`src/rtl/div3_sm_checker_sat_counter.sv`:
```
// Saturating up-counter with synchronous clear; clear wins over increment.
module sat_counter #(
  parameter int unsigned W   = 8,
  parameter int unsigned MAX = 255
) (
  input  logic         clk,
  input  logic         reset,
  input  logic         clr,
  input  logic         inc,
  output logic [W-1:0] count
);

  always_ff @(posedge clk or negedge reset) begin
    if (!reset) begin
      count <= '0;
    end else if (clr) begin
      count <= '0;
    end else if (inc && (count != W'(MAX))) begin
      count <= count + W'(1);
    end
  end

endmodule

```
`config.mk`:
```
export PLATFORM = sky130hd
export DESIGN_NAME = sat_counter
export DESIGN_NICKNAME = d
export VERILOG_FILES = /design/src/rtl/div3_sm_checker_sat_counter.sv
export SDC_FILE = /design/constraint.sdc
export NUM_CORES = 1
export LEC_CHECK = 0
export BUFFER_PORTS_ARGS = -buffer_cell sky130_fd_sc_hd__buf_4
export CORE_AREA = 2 2 39 41
export DETAILED_ROUTE_END_ITERATION = 10
export DIE_AREA = 0 0 41 43
export PLACE_DENSITY = 0.66
export SLEW_MARGIN = 20
export SYNTH_ARGS = -nofsm -noshare
export SYNTH_HDL_FRONTEND = slang
export SYNTH_SLANG_ARGS = --single-unit
```
`constraint.sdc`:
```
create_clock -name clk -period 3.5 [get_ports clk]
set_input_delay 0.525 -clock clk [delete_from_list [all_inputs] [get_ports clk]]
set_output_delay 0.525 -clock clk [all_outputs]
set_load 0.02 [all_outputs]
```
==> results.md <==
- Total CTS buffers: 3
- RR Startpoint: count[0]$_DFFE_PN0P_
- Ant diodes: 0
- Detailed placer's ending HPWL: ~710 microns
- CP max FO: 7
- I/O pin count: 12
- Critical-path top delay cell: dfrtp_1
- Worst path arrival time: ~1800 ps
- Routability cong.: 0.675
- Mean area per synthesized cell: 9.47 sq um
- Vias in the first global route: 335
- Post-synthesis net count: 54
- P&R area growth vs syn: 25.1%
- Max Root-Sink Buffers: 2
- FMAX: 589 MHz
- Post-Syn Area: approximately 460 sq um
- Antenna-violating nets left: 0
- Layout cells sized above 1: 0.295
- Synth Area in Adders: 0.0270
- First-pass GRT wire length: 1520 microns
- Pin count of the biggest net entering global routing: 12
- Starting DRC count in detailed routing: 9
- Post-CTS Repair Setup Buffers: 0
- FF-to-FF End: count[0]$_DFFE_PN0P_
- Die area: 1760 sq um
- Ys Warns: 0
- Via count: just over 400
- Async S/R FF share, synth: 1.00
- Worst vdd ir: 0.000212 V
- Final number of setup-violating endpoints: 0
- Worst clock skew: around 4.6 ps
- Synth Area in Compound Gates: 0.127
- Port buffer count: 11
- Seq/Total Area, Yosys: 0.431
- Busiest grt layer: met1
- Total global-route track usage: 0.138
- CP Data Required Time: between 3000 and 4000 ps
- Cell row count: 14
- Outcome: complete, no violations
- Simple-gate share of the synthesized area: 0.310
- CTS tree: built
- Top Registers: count: 8 flops
- Final Instance Count excl. Fillers: 77
- Crit-path max cell delay: 430 ps
- Setup ws final: 1800 ps
- Largest register by flop count: count
- Final core occ: 0.420
- Root buf cell: clkbuf_4
- Setup TNS: 0 ps
- Leakage: 0.257 nW
- Total length of routed wires: 983 microns
- Main combinational cell family by area after synthesis: simple AND/OR/NAND/NOR gates
- Max Cap Violations: 0
- Die Span X: about 41 microns
- CTS resizes: 0
- DR vias/cell: roughly 5.3
- Max reg flops: 8
- Synth area leaders: dfrtp_1, mux2_2, nor3_1
- R2r setup slk: 1800 ps
- Met3 Use GR: 0.0942
- WL/cell: roughly 13 microns
- Design Area, Final: 581 sq um
- Yosys cell types: 28
- CTS H-tree depth: 1
- Crit Path Category: flip-flop to flip-flop
- Final worst-path cycle share: 0.485
- CP Cell Sequence: ha_1, and4_2, a21boi_1, mux2_2
- Placement Setup Slack: around 1800 ps
- Placement Cell Area: 558 sq um
- DR pass1 iterations: 3
- CP Capture Type: flip-flop
- Worst Max-Slew Pin Slew: roughly 360 ps
- Flop and latch count out of synthesis: 8
- Post-Synth XOR/XNOR Area: 0
- Top cell type's share of synthesized area: 0.431
- Reg clk slew, reported paths: 50 ps
- Power density cells: 326 nW/um^2
- Tmin final: 1700 ps
- Worst setup SP type: flip-flop
- Initial antenna violation count: 0
- Final hold vios: 0
- Cell count after synthesis: 49
- Worst setup path start: count[0]$_DFFE_PN0P_
- Met1 Resource Use GR: 0.193
- Skew-Pair Late Insertion Delay: 250 ps
- DP Cell Count: 74
- Initial Utilization: 0.335
- DRC viols: 0
- Multiplexer area fraction after synthesis: 0.0701
- RSZ-0062 raised after global routing: no
- Slew HR: 0.752
- Commonest non-fill, non-tap cell in the layout: buf_4
- Ys flop type: dfrtp_1
- Core area: 1380 sq um
- Grt ovf: 0
- Die height: 43 microns
- Worst hold path type: primary input to async pin
- Num Clock Sinks: 8
- R2R cell count: 4
- Final net count: slightly below 70
- Most frequent cells in the layout: buf_4, dfrtp_1, nor3_1
- Met2 usage in global routing: 0.150
- CTS Hold Buffers Added: 0
- Synth area leader: dfrtp_1
- EDFF count, synth: 0
- Fin. max-slew vios: 0
[per-stage QoR]
| stage | total power [mW] | hold slack (ps) |
|---|---|---|
| 3_5_place_dp | 0.121 | 349 |
| 4_1_cts | 0.193 | 73.1 |
| 6_report | 0.190 | 77.1 |
| 2_1_floorplan | 0.111 | 229 |
| 3_3_place_gp | 0.121 | 353 |
| 5_1_grt | 0.201 | 72.2 |
[layout make-up]
cell class / count / area, sq um
Sequential cell: 8 / 200
Inverter: 2 / 7.51
Tap cell: 16 / 20.0
Clock buffer: 3 / 22.5
Timing Repair Buffer: 11 / 82.6
Multi-Input combinational cell: 37 / 248
Fill cell: 140 / 803
[synthesized netlist by cell type, types with 2 or more instances]
cell type,instances
nor3_1,4
inv_1,2
nor2_1,2
nand2_1,2
a21oi_1,3
nor2b_1,3
nand2b_1,3
nand3_1,2
dfrtp_1,8
mux2_2,2
[where the power goes]
part	switching, mW	leakage, nW	total [mW]	internal [mW]
Sequential	0.00338	0.110	0.0982	0.0948
Clock	0.0309	0.0138	0.0701	0.0392
Combinational	0.0117	0.133	0.0212	0.00948
Total	0.0460	0.257	0.190	0.144
[cells by family (layout without fill, tap and decap cells)]
kind of cell               Yosys count  count (layout)
and+or+nand+nor                     24              24
DFF                                  8               8
AOI/OAI and AO/OA                    9               9
adders and majority gates            1               1
buffers and inverters                4              16
muxes                                3               3
[worst max-delay path: cells and delay by family, from the launching register on]
family	cells	cell delay, ps
compound gates	1	210
mux	1	360
simple gates	1	290
flops	1	430
fa+ha+maj	1	300
[how the worst max path moves through the flow]
stage,endpoint,slack (ps),depth (start not counted)
6_report,count[0]$_DFFE_PN0P_,1800,4
5_1_grt,count[0]$_DFFE_PN0P_,1710,4
4_1_cts,count[0]$_DFFE_PN0P_,1790,4
3_5_place_dp,count[0]$_DFFE_PN0P_,1800,4
3_3_place_gp,count[0]$_DFFE_PN0P_,1840,4
2_1_floorplan,count[0]$_DFFE_PN0P_,1810,4
[layer usage]
layer  vias up  share of wire
met3         2          0.072
met5         -              0
li1        207              -
met4         0          0.019
met2        11           0.42
met1       186           0.49
Power figures use the tool's default switching activity.
